===== config.mk =====
export PLATFORM = sky130hd
export DESIGN_NAME = swap_scheduler
export DESIGN_NICKNAME = d
export VERILOG_FILES = /design/src/rtl/swap_scheduler.sv
export SDC_FILE = /design/constraint.sdc
export NUM_CORES = 1
export LEC_CHECK = 0
export CORE_UTILIZATION = 37
export DETAILED_ROUTE_END_ITERATION = 16
export PLACE_DENSITY_LB_ADDON = 0.08
export SLEW_MARGIN = 30
export SYNTH_ARGS = -nofsm -noshare
export SYNTH_HDL_FRONTEND = slang
export SYNTH_SLANG_ARGS = --single-unit
export TNS_END_PERCENT = 1

===== constraint.sdc =====
create_clock -name clk -period 2.2 [get_ports clk]
set_input_delay 0.44 -clock clk [delete_from_list [all_inputs] [get_ports clk]]
set_output_delay 0.44 -clock clk [all_outputs]
set_load 0.02 [all_outputs]

===== src/rtl/swap_scheduler.sv =====
// Double-buffered frame scheduler: clears the back buffer, lets the GPU render into it, swaps on VGA vsync.
// Buffer writes appear one cycle after they are decided; the GPU is paced by gpu_start/gpu_done and has no stall path.
module swap_scheduler #(
  parameter int unsigned NUM_PIXELS  = 76800,
  parameter logic [3:0]  CLEAR_COLOR = 4'h0,
  parameter bit          CLEAR_EN    = 1'b1
) (
  input  logic        clk,
  input  logic        reset,
  input  logic        vga_vs,
  input  logic        gpu_done,
  input  logic [16:0] gpu_addr,
  input  logic [3:0]  gpu_data,
  input  logic        gpu_we,
  output logic        gpu_start,
  output logic [16:0] buf_addr,
  output logic [3:0]  buf_data,
  output logic        buf_we0,
  output logic        buf_we1,
  output logic        read_sel,
  output logic [7:0]  frame_count,
  output logic [7:0]  missed_frames,
  output logic        busy
);

  localparam logic [16:0] LAST_ADDR = 17'(NUM_PIXELS - 1);

  typedef enum logic [2:0] {
    S_CLEAR,
    S_START,
    S_RENDER,
    S_WAIT_SWAP,
    S_SWAP
  } state_t;

  state_t      state_q, state_d;
  logic        vs_s1, vs_s2, vs_hist;
  logic        vs_edge;
  logic        write_sel;
  logic [16:0] clr_cnt;
  logic        wr_vld;
  logic [16:0] wr_addr;
  logic [3:0]  wr_dat;
  logic        miss_inc;

  // vga_vs is asynchronous: two flops to resynchronize, a third to find the falling edge.
  always_ff @(posedge clk or negedge reset) begin
    if (!reset) begin
      vs_s1   <= 1'b1;
      vs_s2   <= 1'b1;
      vs_hist <= 1'b1;
    end else begin
      vs_s1   <= vga_vs;
      vs_s2   <= vs_s1;
      vs_hist <= vs_s2;
    end
  end

  assign vs_edge = vs_hist & ~vs_s2;

  always_comb begin
    state_d  = state_q;
    wr_vld   = 1'b0;
    wr_addr  = clr_cnt;
    wr_dat   = CLEAR_COLOR;
    miss_inc = 1'b0;
    case (state_q)
      S_CLEAR: begin
        miss_inc = vs_edge;
        if (!CLEAR_EN) begin
          state_d = S_START;
        end else begin
          wr_vld = 1'b1;
          if (clr_cnt == LAST_ADDR) state_d = S_START;
        end
      end
      S_START: begin
        miss_inc = vs_edge;
        state_d  = S_RENDER;
      end
      S_RENDER: begin
        wr_vld  = gpu_we;
        wr_addr = gpu_addr;
        wr_dat  = gpu_data;
        if (gpu_done && vs_edge) state_d = S_SWAP;
        else if (gpu_done)       state_d = S_WAIT_SWAP;
        else                     miss_inc = vs_edge;
      end
      S_WAIT_SWAP: begin
        if (vs_edge) state_d = S_SWAP;
      end
      S_SWAP: begin
        state_d = CLEAR_EN ? S_CLEAR : S_START;
      end
      default: state_d = S_CLEAR;
    endcase
  end

  always_ff @(posedge clk or negedge reset) begin
    if (!reset) begin
      state_q       <= S_CLEAR;
      write_sel     <= 1'b0;
      clr_cnt       <= 17'd0;
      frame_count   <= 8'd0;
      missed_frames <= 8'd0;
    end else begin
      state_q <= state_d;
      if (state_q == S_SWAP) begin
        write_sel   <= ~write_sel;
        frame_count <= frame_count + 8'd1;
        clr_cnt     <= 17'd0;
      end else if (state_q == S_CLEAR && CLEAR_EN) begin
        clr_cnt <= (clr_cnt == LAST_ADDR) ? 17'd0 : clr_cnt + 17'd1;
      end
      if (miss_inc && missed_frames != 8'hFF) missed_frames <= missed_frames + 8'd1;
    end
  end

  // Write port is registered; the enable is steered to the back buffer only.
  always_ff @(posedge clk or negedge reset) begin
    if (!reset) begin
      buf_we0  <= 1'b0;
      buf_we1  <= 1'b0;
      buf_addr <= 17'd0;
      buf_data <= 4'h0;
    end else begin
      buf_we0 <= wr_vld & ~write_sel;
      buf_we1 <= wr_vld & write_sel;
      if (wr_vld) begin
        buf_addr <= wr_addr;
        buf_data <= wr_dat;
      end
    end
  end

  assign gpu_start = (state_q == S_START);
  assign busy      = (state_q != S_WAIT_SWAP);
  assign read_sel  = ~write_sel;

endmodule


==> results of run 1 <==
cell type report:
type	count	area (sq um)	area share, %
clock buffer	12	165	4.08
sequential	63	1580	39.1
multi-input combinational	219	1410	34.8
inverter	5	18.8	0.464
tap	105	131	3.25
timing repair buffer	73	726	17.9
clock inverter	3	17.5	0.433
state kept, by name, summed over array words and instances (netlist names), 3 cells and up:
register,flops
buf_addr,17
buf_data,4
clr_cnt,17
missed_frames,8
state_q,3
frame_count,8
how the worst max path moves through the flow:
stage / start / endpoint / slack [ns] / cells after the start
2_1_floorplan: missed_frames[0] / missed_frames[1] / 0.59 / 4
3_3_place_gp: gpu_done / missed_frames[5] / 0.25 / 5
3_5_place_dp: gpu_done / missed_frames[7] / 0.22 / 5
4_1_cts: state_q[1] / gpu_start / 0.05 / 3
5_1_grt: state_q[0] / busy / 0.14 / 2
6_report: state_q[0] / busy / 0.20 / 2
power groups by stage:
| stage | Combinational, uW | Sequential [uW] | Clock, uW |
|---|---|---|---|
| floorplan | 1420 | 2200 | 0 |
| global placement | 2520 | 1960 | 0 |
| detailed placement | 2540 | 1980 | 0 |
| CTS | 2540 | 1960 | 954 |
| global route | 2760 | 2020 | 999 |
| finish | 2510 | 1960 | 923 |
metal layers:
| layer | up-vias | part of all wire (%) | global-route usage [%] |
|---|---|---|---|
| met5 | - | 0 | 0 |
| met4 | 0 | 1.3 | 6.92 |
| met3 | 8 | 4.7 | 3.88 |
| met2 | 56 | 43 | 25.0 |
| met1 | 1171 | 51 | 24.9 |
| li1 | 1215 | - | - |
cell families after synthesis:
| kind of cell | Yosys count |
|---|---|
| AO/OA/AOI/OAI | 60 |
| XOR/XNOR | 15 |
| adder cells (fa/ha/maj) | 3 |
| buffers and inverters | 22 |
| flip-flops | 63 |
| multiplexers | 20 |
| AND/OR/NAND/NOR | 121 |
placed cells by master, fill, tap and decap left out, types with 3 or more instances in the layout:
| master | count |
|---|---|
| nand2b_1 | 3 |
| inv_1 | 4 |
| nand4_1 | 6 |
| nor3_1 | 5 |
| nand2_1 | 55 |
| buf_4 | 5 |
| and3_1 | 3 |
| nor2_1 | 10 |
| xor2_1 | 8 |
| nand3_1 | 14 |
| xnor2_1 | 7 |
| a31o_2 | 5 |
| clkdlybuf4s50_1 | 65 |
| dfrtp_1 | 59 |
| and2_1 | 4 |
| mux2i_1 | 18 |
| clkbuf_8 | 12 |
| o41ai_1 | 4 |
| o21ai_0 | 26 |
| dfstp_2 | 3 |
| ha_1 | 3 |
| o31ai_1 | 5 |
| a31oi_1 | 3 |
| and3_2 | 3 |
critical path, stage by stage (launching register included):
cell,delay [ns]
dfrtp_1,0.48
nand3_1,0.14
clkdlybuf4s50_1,0.61
metrics by stage:
| stage | utilization (%) | cells | hold WS (ns) | power (uW) |
|---|---|---|---|---|
| floorplan | - | 304 | 0.144 | 3620 |
| global placement | 47.2 | 465 | 0.345 | 4480 |
| detailed placement | 47.2 | 465 | 0.347 | 4520 |
| CTS | 49.5 | 480 | 0.118 | 5460 |
| global route | 49.5 | 480 | 0.134 | 5790 |
| finish | 49.5 | 480 | 0.115 | 5390 |
==> results_dict.tcl, run 1 <==
set metrics [dict create \
    outcome "complete, no violations" \
    drive_above_1_share_pct 12.0 \
    path_clk_slew_ns 0.06 \
    grt_max_degree 64 \
    ys_ff_latch 63 \
    dp_hpwl_um 4960 \
    cts_hold_buf 0 \
    drcViolationCount 0 \
    synth_common_cells "60 x dfrtp_1, 55 x nand2_1, 26 x o21ai_0" \
    switchingPower_uw 2230 \
    worstReg2RegEnd "clr_cnt[13]" \
    io_pins 68 \
    syn-num-nets 333 \
    nNetsFinal 400 \
    vdd_ir_drop_max_uv 619 \
    grt_pass1_wl_um 11500 \
    dp_slack_ns 0.221 \
    p_per_area_nw_per_um2 1330 \
    rr_worst_depth 4 \
    cts_made_buffers 9 \
    clkPwrFrac_pct 17.1 \
    synthesis.area_sq_um 3120 \
    synthDominantAreaCellType "dfrtp_1" \
    dieHeight_um 93.9 \
    fin_tns_setup_ns 0 \
    vias_per_cell 5.10 \
    synth-warning-count 0 \
    cts_max_path_buffers 2 \
    gr-usage-all-layers_pct 17.3 \
    core-area_sq_um 8180 \
    yosysSeqAreaShare_pct 50.6 \
    synth_xor_area_share_pct 4.21 \
    final.min_clock_period_ns 2.00 \
    drv_cap 0 \
    postCtsResizedCells 1 \
    slew_headroom_pct 70.2 \
    placed_area_sq_um 3860 \
    holdCritPathClass "in2async" \
    dieArea_sq_um 8820 \
    worst_pin_slew_ns 0.447 \
    synth_edf_count 0 \
    cts_tree "done" \
    synthMuxAreaShare_pct 6.49 \
    cts_root_buf "clkbuf_8" \
    post_drt_wl_per_cell_um 14.8 \
    comb_power_share_pct 46.6 \
    wl_um 7090 \
    port_buffers 67 \
    syn_to_final_growth_pct 29.5 \
    num_vias 2450 \
    seq_power_share_pct 36.3 \
    die_width_um 93.9 \
    critical_path_class "reg2out" \
    internal_power_uw 3160 \
    end_kind "output pin" \
    dr.pass1.iters 4 \
    crit_fanout 9 \
    initial_core_util_pct 38.2 \
    stdcell_area_sq_um 4050 \
    startpoint_type "flip-flop" \
    synth.most_common_cell "dfrtp_1" \
    num-fill-cells 801 \
    rrSetupSlack_ns 0.33 \
    synth_area_leaders "dfrtp_1 48%, nand2_1 6.6%, mux2i_1 5.8%, o21ai_0 4.2%, dfstp_2 2.5%" \
    synth_top_area_share_pct 48.1 \
    finalHoldViolations 0 \
    crit_arrival_ns 1.56 \
    gp_congestion 0.785 \
    power_leakage_uw 0.00174 \
    synthAdderAreaFrac_pct 1.20 \
    rsz0062_at_grt "false" \
    p_sw_share_pct 41.4 \
    drtIter0Drc 100 \
    setup_viol 0 \
    critPathRequiredTime_ns 1.76 \
    drv_slew 0 \
    antenna_cells 0 \
    fin_skew_ns 0.00496 \
    worst_slack_ns 0.205 \
    r2r-start "clr_cnt[6]" \
    htree_levels 3 \
    drtAntennaViolNets 0 \
    fin_crit_sh_pct 90.7 \
    yosys.cell_types.count 53 \
    netlist_instances 304 \
    post-cts-setup-buffers 0 \
    clock_latency_ns 0.33 \
    antenna_found_initial 0 \
    clock_sinks 63 \
    grt.overflow.total 0 \
    clock.fmax_mhz 501 \
    async_flop_share_pct 100 \
    synth_top_family_by_area "simple AND/OR/NAND/NOR gates" \
    synth-simple-area-share_pct 20.3 \
    synth_area_per_cell_sq_um 10.3 \
    grt_pass1_vias 2251 \
    synth_compound_area_share_pct 12.7 \
    num_rows 33 \
    synth_ff_type "dfrtp_1" \
]
(Power assumes the default switching activity.)
==> run 2, diff against run 1 <==
Settings changed: CORE_ASPECT_RATIO set to 0.5, SKIP_LAST_GASP set to 1.
==> run 2 against run 1 <==
Clock power increased by 52%. Final area is 3.3% higher. Count of clock-buffer cells in the layout unchanged. Routed wire length up 6.6%. Critical path depth grew 1. Via count rose by 1.2%. Register-to-register slack hardly changed. Die area up 0.25%. First-iteration DRC count rose by 58%. Combinational power rose by 2%. Sequential share of layout area decreased by 1.2 points. Flip-flop and latch count is the same. Critical endpoint is now gpu_start. Largest cell class unchanged.
==> results_dict.tcl, run 2 (synthesis results as in run 1) <==
set metrics [dict create \
    outcome "complete, no violations" \
    port_buffers 67 \
    drtIter0Drc 158 \
    grt_pass1_wl_um 12300 \
    drive_above_1_share_pct 12.2 \
    path_clk_slew_ns 0.05 \
    post-cts-setup-buffers 0 \
    p_per_area_nw_per_um2 1420 \
    crit_fanout 11 \
    drtAntennaViolNets 0 \
    syn_to_final_growth_pct 33.8 \
    dieHeight_um 67.0 \
    gr-usage-all-layers_pct 18.8 \
    dp_hpwl_um 5430 \
    met2RoutedLength_um 3060 \
    wl_um 7550 \
    num-fill-cells 746 \
    io_pins 68 \
    worst_pin_slew_ns 0.606 \
    clkPwrFrac_pct 23.6 \
    antenna_found_initial 0 \
    internal_power_uw 3600 \
    finalHoldViolations 0 \
    drv_slew 0 \
    fin_crit_sh_pct 96.4 \
    p_sw_share_pct 39.3 \
    antenna_cells 0 \
    dieArea_sq_um 8840 \
    cts_root_buf "clkbuf_16" \
    mostFrequentLayoutCells "66 x clkdlybuf4s50_1, 59 x dfrtp_1, 55 x nand2_1, 26 x o21ai_0, 18 x mux2i_1" \
    post_drt_wl_per_cell_um 15.4 \
    critPathRequiredTime_ns 1.76 \
    seq_power_share_pct 33.1 \
    num_rows 23 \
    clock_latency_ns 0.33 \
    drcViolationCount 0 \
    p_total_uw 5930 \
    critical_path_class "reg2out" \
    cts_tree "done" \
    final.min_clock_period_ns 2.12 \
    switchingPower_uw 2330 \
    startpoint_type "flip-flop" \
    crit_arrival_ns 1.68 \
    grt_max_degree 45 \
    cp-startpoint "state_q[1]" \
    met3_length_um 469 \
    end_kind "output pin" \
    vias_per_cell 5.06 \
    rsz0062_at_grt "false" \
    power_leakage_uw 0.00178 \
    cts_made_buffers 9 \
    r2r-start "clr_cnt[1]" \
    vdd_ir_drop_max_uv 518 \
    htree_levels 3 \
    drv_cap 0 \
    fin_skew_ns 0.00388 \
    cts_max_path_buffers 2 \
    initial_core_util_pct 38.6 \
    holdCritPathClass "in2async" \
    nNetsFinal 402 \
    die_width_um 132 \
    num_vias 2479 \
    setup_viol 0 \
    dr.pass1.iters 4 \
    top_regs "buf_addr (17), clr_cnt (17)" \
    slew_headroom_pct 59.6 \
    comb_power_share_pct 43.3 \
    core-area_sq_um 8090 \
    gp_congestion 0.784 \
    grt_pass1_vias 2332 \
    clock.fmax_mhz 472 \
    highest_layer "met4" \
    layout.cells.most_common "clkdlybuf4s50_1" \
    clock_sinks 63 \
    wl_met1_um 3940 \
    grt.overflow.total 0 \
    fin_tns_setup_ns 0 \
    holdWs_ns 0.118 \
]
run 2: final timing paths:
| kind | slack, ns | endpoint | cells past startpoint |
|---|---|---|---|
| max | 0.08 | gpu_start | 3 |
| min | 0.12 | frame_count[2] | 1 |
| max reg2reg | 0.33 | clr_cnt[14] | 5 |
| min reg2reg | 0.36 | vs_s2 | 0 |
| max in group asynchronous | 1.42 | vs_s1 | 2 |
| min in group clk | 0.36 | vs_s2 | 0 |
run 2: power groups by stage:
stage                     combinational [uW]  clock (uW)  sequential [uW]
after floorplan                         1420           0             2200
after global placement                  2540           0             1960
after detailed placement                2580           0             1980
after CTS                               2590        1440             1970
after global routing                    2800        1490             2030
final                                   2570        1400             1960
run 2: cell type report:
cell class,count,area (sq um),area share [%]
Sequential cell,63,1580,37.8
Multi-Input combinational cell,219,1410,33.7
Timing Repair Buffer,75,738,17.7
Clock buffer,12,246,5.90
Tap cell,112,140,3.35
Clock inverter,4,47.5,1.14
Inverter,5,18.8,0.449
run 2: metrics by stage:
| step | cells | setup slack (ns) | instance area [sq um] | utilization (%) |
|---|---|---|---|---|
| floorplan | 304 | 0.595 | 3120 | - |
| global placement | 474 | 0.266 | 3880 | 48.0 |
| detailed placement | 474 | 0.177 | 3880 | 48.0 |
| CTS | 490 | 0.0579 | 4180 | 51.7 |
| global route | 490 | 0.0113 | 4180 | 51.7 |
| finish | 490 | 0.0802 | 4180 | 51.7 |
run 2: layer usage:
layer	global-route usage [%]	vias to the layer above
met3	6.93	7
li1	-	1224
met4	6.83	0
met1	26.6	1183
met5	0	-
met2	25.7	65
run 2: worst max-delay path: stages (launching register included):
cell and delay, ns:
dfrtp_2 0.49, inv_1 0.11, and3_1 0.15, clkdlybuf4s50_1 0.60
run 2: timing repair:
item / CTS / global route
gates resized for setup: 1 / 0
endpoints found under the setup margin: 1 / 0
hold buffers: 0 / 0
